--- src/rtl/multicycle_control.sv ---
// Moore sequencer for the multi-cycle datapath: walks each instruction through
// fetch/decode/execute/memory/writeback, with ready-gated memory and a retire counter.
module multicycle_control #(
    parameter int CNT_W = 16
) (
    input  logic             clk,
    input  logic             reset,
    input  logic [5:0]       opcode,
    input  logic             mem_ready,
    output logic             pcwrite,
    output logic             pcwritecond,
    output logic [1:0]       brkind,
    output logic             flagwrite,
    output logic             iord,
    output logic             memread,
    output logic             memwrite,
    output logic             irwrite,
    output logic             regdest,
    output logic             memtoreg,
    output logic             regwrite,
    output logic             alusrca,
    output logic [1:0]       alusrcb,
    output logic [1:0]       aluop,
    output logic [1:0]       pcsource,
    output logic             trap,
    output logic [CNT_W-1:0] retired
);

    typedef enum logic [3:0] {
        S_FETCH   = 4'd0,
        S_DECODE  = 4'd1,
        S_MEMADDR = 4'd2,
        S_MEMRD   = 4'd3,
        S_MEMWB   = 4'd4,
        S_MEMWR   = 4'd5,
        S_REXEC   = 4'd6,
        S_RWB     = 4'd7,
        S_BRANCH  = 4'd8,
        S_JUMP    = 4'd9,
        S_ADDIEX  = 4'd10,
        S_ADDIWB  = 4'd11,
        S_TRAP    = 4'd12
    } state_t;

    localparam logic [5:0] OP_RTYPE = 6'b000000;
    localparam logic [5:0] OP_LW    = 6'b100011;
    localparam logic [5:0] OP_SW    = 6'b101011;
    localparam logic [5:0] OP_BEQ   = 6'b000100;
    localparam logic [5:0] OP_BEN   = 6'b000110;
    localparam logic [5:0] OP_BVF   = 6'b000101;
    localparam logic [5:0] OP_J     = 6'b000010;
    localparam logic [5:0] OP_ADDI  = 6'b001000;

    localparam logic [1:0] SRCB_RT    = 2'b00;
    localparam logic [1:0] SRCB_FOUR  = 2'b01;
    localparam logic [1:0] SRCB_IMM   = 2'b10;
    localparam logic [1:0] SRCB_IMMSH = 2'b11;

    localparam logic [1:0] ALU_ADD   = 2'b00;
    localparam logic [1:0] ALU_SUB   = 2'b01;
    localparam logic [1:0] ALU_FUNCT = 2'b10;

    localparam logic [1:0] PCSRC_ALU    = 2'b00;
    localparam logic [1:0] PCSRC_ALUOUT = 2'b01;
    localparam logic [1:0] PCSRC_JUMP   = 2'b10;

    state_t           state_q, state_d;
    logic [5:0]       opcode_q, opcode_d;
    logic [CNT_W-1:0] retired_q, retired_d;
    logic             retire_evt;

    always_ff @(posedge clk) begin
        if (reset) begin
            state_q   <= S_FETCH;
            opcode_q  <= '0;
            retired_q <= '0;
        end else begin
            state_q   <= state_d;
            opcode_q  <= opcode_d;
            retired_q <= retired_d;
        end
    end

    // Next state; the opcode is captured in DECODE so later states never look at the IR.
    always_comb begin
        state_d    = state_q;
        opcode_d   = opcode_q;
        retire_evt = 1'b0;
        case (state_q)
            S_FETCH: begin
                if (mem_ready) begin
                    state_d = S_DECODE;
                end
            end
            S_DECODE: begin
                opcode_d = opcode;
                case (opcode)
                    OP_LW, OP_SW:           state_d = S_MEMADDR;
                    OP_RTYPE:               state_d = S_REXEC;
                    OP_BEQ, OP_BEN, OP_BVF: state_d = S_BRANCH;
                    OP_J:                   state_d = S_JUMP;
                    OP_ADDI:                state_d = S_ADDIEX;
                    default:                state_d = S_TRAP;
                endcase
            end
            S_MEMADDR: begin
                state_d = (opcode_q == OP_LW) ? S_MEMRD : S_MEMWR;
            end
            S_MEMRD: begin
                if (mem_ready) begin
                    state_d = S_MEMWB;
                end
            end
            S_MEMWB: begin
                state_d    = S_FETCH;
                retire_evt = 1'b1;
            end
            S_MEMWR: begin
                if (mem_ready) begin
                    state_d    = S_FETCH;
                    retire_evt = 1'b1;
                end
            end
            S_REXEC:  state_d = S_RWB;
            S_RWB: begin
                state_d    = S_FETCH;
                retire_evt = 1'b1;
            end
            S_BRANCH, S_JUMP: begin
                state_d    = S_FETCH;
                retire_evt = 1'b1;
            end
            S_ADDIEX: state_d = S_ADDIWB;
            S_ADDIWB: begin
                state_d    = S_FETCH;
                retire_evt = 1'b1;
            end
            S_TRAP:   state_d = S_TRAP;
            default:  state_d = S_TRAP;
        endcase
    end

    always_comb begin
        retired_d = retired_q;
        if (retire_evt && !(&retired_q)) begin
            retired_d = retired_q + CNT_W'(1);
        end
    end

    assign retired = retired_q;

    // Moore outputs; irwrite/pcwrite in FETCH are the only ones that follow mem_ready.
    always_comb begin
        pcwrite     = 1'b0;
        pcwritecond = 1'b0;
        brkind      = 2'b00;
        flagwrite   = 1'b0;
        iord        = 1'b0;
        memread     = 1'b0;
        memwrite    = 1'b0;
        irwrite     = 1'b0;
        regdest     = 1'b0;
        memtoreg    = 1'b0;
        regwrite    = 1'b0;
        alusrca     = 1'b0;
        alusrcb     = SRCB_RT;
        aluop       = ALU_ADD;
        pcsource    = PCSRC_ALU;
        trap        = 1'b0;
        case (state_q)
            S_FETCH: begin
                memread = 1'b1;
                alusrcb = SRCB_FOUR;
                irwrite = mem_ready;
                pcwrite = mem_ready;
            end
            S_DECODE: begin
                alusrcb = SRCB_IMMSH;
            end
            S_MEMADDR, S_ADDIEX: begin
                alusrca = 1'b1;
                alusrcb = SRCB_IMM;
            end
            S_MEMRD: begin
                memread = 1'b1;
                iord    = 1'b1;
            end
            S_MEMWB: begin
                regwrite = 1'b1;
                memtoreg = 1'b1;
            end
            S_MEMWR: begin
                memwrite = 1'b1;
                iord     = 1'b1;
            end
            S_REXEC: begin
                alusrca = 1'b1;
                aluop   = ALU_FUNCT;
            end
            S_RWB: begin
                regwrite = 1'b1;
                regdest  = 1'b1;
            end
            S_BRANCH: begin
                alusrca     = 1'b1;
                aluop       = ALU_SUB;
                pcsource    = PCSRC_ALUOUT;
                pcwritecond = 1'b1;
                if (opcode_q == OP_BEN) begin
                    brkind    = 2'b01;
                    flagwrite = 1'b1;
                end else if (opcode_q == OP_BVF) begin
                    brkind    = 2'b10;
                    flagwrite = 1'b1;
                end
            end
            S_JUMP: begin
                pcwrite  = 1'b1;
                pcsource = PCSRC_JUMP;
            end
            S_ADDIWB: begin
                regwrite = 1'b1;
            end
            S_TRAP: begin
                trap = 1'b1;
            end
            default: begin
                trap = 1'b1;
            end
        endcase
        // Strobes are gated by reset so nothing is written while the state register is being cleared.
        if (reset) begin
            pcwrite     = 1'b0;
            pcwritecond = 1'b0;
            irwrite     = 1'b0;
            regwrite    = 1'b0;
            memwrite    = 1'b0;
            memread     = 1'b0;
            flagwrite   = 1'b0;
        end
    end

endmodule
--- config.mk ---
export PLATFORM = sky130hd
export DESIGN_NAME = multicycle_control
export DESIGN_NICKNAME = d
export VERILOG_FILES = /design/src/rtl/multicycle_control.sv
export SDC_FILE = /design/constraint.sdc
export NUM_CORES = 1
export LEC_CHECK = 0
export ABC_AREA = 1
export BUFFER_PORTS_ARGS = -buffer_cell sky130_fd_sc_hd__buf_4
export CAP_MARGIN = 0
export CORE_MARGIN = 2
export CORE_UTILIZATION = 40
export DETAILED_ROUTE_END_ITERATION = 8
export PLACE_DENSITY_LB_ADDON = 0.05
export SLEW_MARGIN = 20
export SYNTH_ARGS = -nofsm -noshare
export SYNTH_HDL_FRONTEND = slang
export SYNTH_SLANG_ARGS = --single-unit
--- constraint.sdc ---
create_clock -name clk -period 3.3 [get_ports clk]
set_clock_uncertainty 0.15 [all_clocks]
set_input_delay 0.66 -clock clk [delete_from_list [all_inputs] [get_ports clk]]
set_output_delay 0.66 -clock clk [all_outputs]
set_load 0.05 [all_outputs]
---- Word level (Yosys, flattened, before mapping) ----
Index checks and enable logic that the tools add are counted.
word-level totals
  bits of input ports ..................... 9
  flip-flop bits (word level) ............. 26
  output and inout bits ................... 36
  logic and storage cells ................. 78
cells by class
  add/subtract/negate cells ............... 1
  mux-type cells .......................... 35
  reduce and logical (&&, ||, !) cells .... 15
  equal/unequal tests ..................... 24
operators by type and width
  kind                   number
  $pmux 4 s8             1
  $eq 6x3->1 const B     5
  $mux 1                 21
  $pmux 4 s5             1
  $eq 6x6->1 const B     3
  $add 16x1->16 const B  1
  $eq 4x3->1 const B     4
  $eq 4x4->1 const B     4
  $reduce_and 16->1      1
  $mux 4                 3
  $reduce_or 12->1       1
  $eq 4x2->1 const B     2
  $pmux 2 s2             2
  $reduce_or 2->1        4
  $eq 6x2->1 const B     1
  $eq 6x4->1 const B     1
  $logic_not 6->1        1
  $mux 2                 3
  $ne 2x2->1 const B     3
  $pmux 2 s3             1
  $reduce_or 3->1        2
  $reduce_or 5->1        1
  $eq 4x1->1 const B     1
  $logic_not 4->1        1
  6 further kinds        7

---- Longest topological paths before layout ----
  depth in word-level cells ............... 5
  gate-level depth with buffers ........... 10
  gate-level depth less buffers ........... 10

---- Worst setup path after synthesis ----
OpenSTA, ideal clock, no wires.
  path kind ............................... register to output
  from .................................... register state_q[0]
  to ...................................... output port flagwrite
  cell stages (with the launch flop) ...... 7
  data required time ...................... 2490 ps
  arrival time ............................ 3037 ps
  path buffers ............................ 1
  setup slack ............................. -547 ps
  path through ............................ dfxtp_1 buf_4 nor2_2 nand2_1 nor4_1 nor2_1 nor2_1
on the way
  cells in the longest elaborated chain, start to end .. 3
RTL lines
  what                    line  RTL
  from (decl)             67    state_t state_q, state_d;
  from (signal assigned)  78    state_q <= state_d;
  $eq 4x4->1              170   case (state_q)
  $mux 1                  170
  $mux 1                  232   if (reset) begin
  to (decl)               13    output logic flagwrite,
No other way between the ends.

---- Final worst setup path ----
  from .................................... register state_q[3]
  to ...................................... output port flagwrite
Same word-level chain as after synthesis.

==> impl_metrics.env <==
export IMPL_cts_resized=0
export IMPL_p_leak_nw=0.977
export IMPL_die_width_um=71.3
export IMPL_cts_tree="yes"
export IMPL_num_io_pins=45
export IMPL_top_layer="met4"
export IMPL_dieArea_um2=5080
export IMPL_num_rows=24
export IMPL_utilization_pct=50.9
export IMPL_htree_levels=1
export IMPL_synthCells=289
export IMPL_cp_data_arrival_time_ns=1.68
export IMPL_clockBufferDepth=2
export IMPL_start_util_pct=41.6
export IMPL_core_area_um2=4350
export IMPL_cp_max_fo=6
export IMPL_synthTopCellsByArea="dfxtp_1, nand2_1, nor2_1"
export IMPL_dp_hpwl_mm=3.36
export IMPL_numClockSinks=26
export IMPL_critical_path_class="reg2out"
export IMPL_grt_pass1_wl_mm=7.51
export IMPL_first_pass_iters=4
export IMPL_insertion_delay_ns=0.28
export IMPL_final_cell_area_um2=2220
export IMPL_numCtsBuffers=3
export IMPL_port_buffers=44
export IMPL_worst_pin_slew_ns=0.416
export IMPL_maxSlewViolCount=0
export IMPL_required_ns=2.49
export IMPL_synth_top_area_cell="dfxtp_1"
export IMPL_status="finished, final reports clean"
export IMPL_drive_above_1_share_pct=23.9
export IMPL_fmaxAchievable_mhz=401
export IMPL_wl_mm=4.41
export IMPL_finalHoldViolations=0
export IMPL_grt_usage_pct=18.1
export IMPL_clk_pin_slew_ns=0.08
export IMPL_n_fill_cell=472
export IMPL_post_dp_cell_area_um2=2160
export IMPL_cap_violations=0
export IMPL_yosysSeqAreaShare_pct=28.7
export IMPL_m1WireLength_mm=2.24
export IMPL_wl_met3_um=198
export IMPL_synth_area_per_cell_um2=6.27
export IMPL_place_congestion=0.799
export IMPL_viasPerCell=4.85
export IMPL_syn_nets=299
export IMPL_nets=342
export IMPL_max_slew_margin_pct=72.2
export IMPL_drtIter0Drc=78
export IMPL_synth_cell_types=28
export IMPL_crit_path_end_kind="primary output"
export IMPL_grt_pass1_vias=1630
export IMPL_cts_setup_buffers=0
export IMPL_rsz0062_at_grt="false"
export IMPL_diodes=0
export IMPL_setup_slack_ns=0.808
export IMPL_ys_seq_elements=26
export IMPL_die_h_um=71.3
export IMPL_finalNonFillerCells=383
export IMPL_clockRootBuffer="clkbuf_8"
export IMPL_setup_tns_ns=0
export IMPL_startpoint_type="register"
export IMPL_vias=1857
export IMPL_netlist_area_um2=1810
export IMPL_period_share_pct=75.5
export IMPL_pre_cts_slack_ns=0.847
export IMPL_antenna_found_initial=0
export IMPL_cellPowerDensity_nw_per_um2=646
export IMPL_irDropWorstVdd_v=0.000379
export IMPL_min_period_ns=2.49
export IMPL_setup_viol=0
export IMPL_grt_max_degree=23
export IMPL_yosysWarnings=0
export IMPL_drc=0
export IMPL_grt_overflow=0
export IMPL_place_inst=379
export IMPL_met2WireLength_mm=1.91
export IMPL_ant_nets=0
export IMPL_ctsHoldBuffers=0
export IMPL_wl_per_cell_um=11.5
export IMPL_area_growth_pct=22.4
export IMPL_yosysTopAreaCellShare_pct=28.7
export IMPL_hp_class="reg2reg"
[report_power, final]
| part | internal, mW | total, mW | switching [mW] |
|---|---|---|---|
| clock network | 0.107 | 0.208 | 0.102 |
| logic | 0.224 | 0.788 | 0.564 |
| registers | 0.372 | 0.437 | 0.0642 |
| total | 0.703 | 1.43 | 0.730 |
[worst max-delay path, cell delays in order, from the launching register on]
cell and delay [ns]:
dfxtp_1 0.42, inv_1 0.08, nor2_1 0.09, nand2_1 0.16, nor4_2 0.29, nor2_1 0.08
nor2_1 0.09, buf_4 0.20
[flip-flops by register name (all words and copies together) (netlist names)]
signal    flops
opcode_q      6
retired      16
state_q       4
[path summary, 6_finish.rpt]
path                                  start     endpoint  slack, ns  depth (start not counted)
worst max register to register   retired[0]  retired[10]       1.47                          9
worst max-delay path             state_q[3]    flagwrite       0.81                          7
worst min register to register  opcode_q[4]  opcode_q[4]       0.37                          2
worst min-delay path            opcode_q[4]  opcode_q[4]       0.37                          2
[cell usage in the layout (no fill, tap or decap), types with 6 or more instances in the layout]
| master | count |
|---|---|
| a21oi_1 | 11 |
| nand2_2 | 11 |
| a21oi_2 | 11 |
| nand2_1 | 76 |
| nor2_1 | 59 |
| dfxtp_1 | 26 |
| nand3_1 | 16 |
| nand4_1 | 7 |
| buf_4 | 45 |
| o21ai_0 | 14 |
| inv_1 | 31 |
| xor2_1 | 6 |
[metrics by stage]
step	total power [mW]	hold WS (ns)
3_3_place_gp	1.24	0.355
5_1_grt	1.55	0.401
4_1_cts	1.45	0.380
2_1_floorplan	1.09	0.325
3_5_place_dp	1.24	0.358
6_report	1.43	0.373
[kinds of logic after synthesis]
group	synth area share (%)
AOI/OAI and AO/OA	12.6
and+or+nand+nor	44.0
xor gates and xnor gates	3.87
buffers and inverters	10.1
DFF	28.7
adders and majority gates	0.690
[layer usage]
metal	vias up	GRT usage, %
li1	992	-
met1	823	27.4
met2	37	26.5
met3	5	2.67
met4	0	5.66
met5	-	0
[area by class of cell]
type	instances	area, um^2	share of cell area (%)
Clock buffer	4	55.1	2.48
Inverter	32	125	5.64
Multi-Input combinational cell	224	1110	50.3
Sequential cell	26	520	23.5
Tap cell	52	65.1	2.93
Timing Repair Buffer	45	338	15.2
[synth_stat cells]
master and count:
inv_1 31, o21bai_1 1, o21ai_0 14, a21oi_1 11, nand4_1 7, ha_1 1, buf_6 1, nor3_1 1
xor2_1 6, nor2_2 1, a21oi_2 11, nor4_1 1, nor4_2 1, xnor2_1 2, nand2_1 76, nand3_4 1
buf_4 2, clkbuf_1 2, buf_12 1, inv_6 1, nor2_1 59, dfxtp_1 26, nand3b_1 1, buf_1 1
nor2_8 1, nand3_1 16, nand2_2 11, nor2_4 2
No activity file was read; power rests on OpenSTA's default activity.
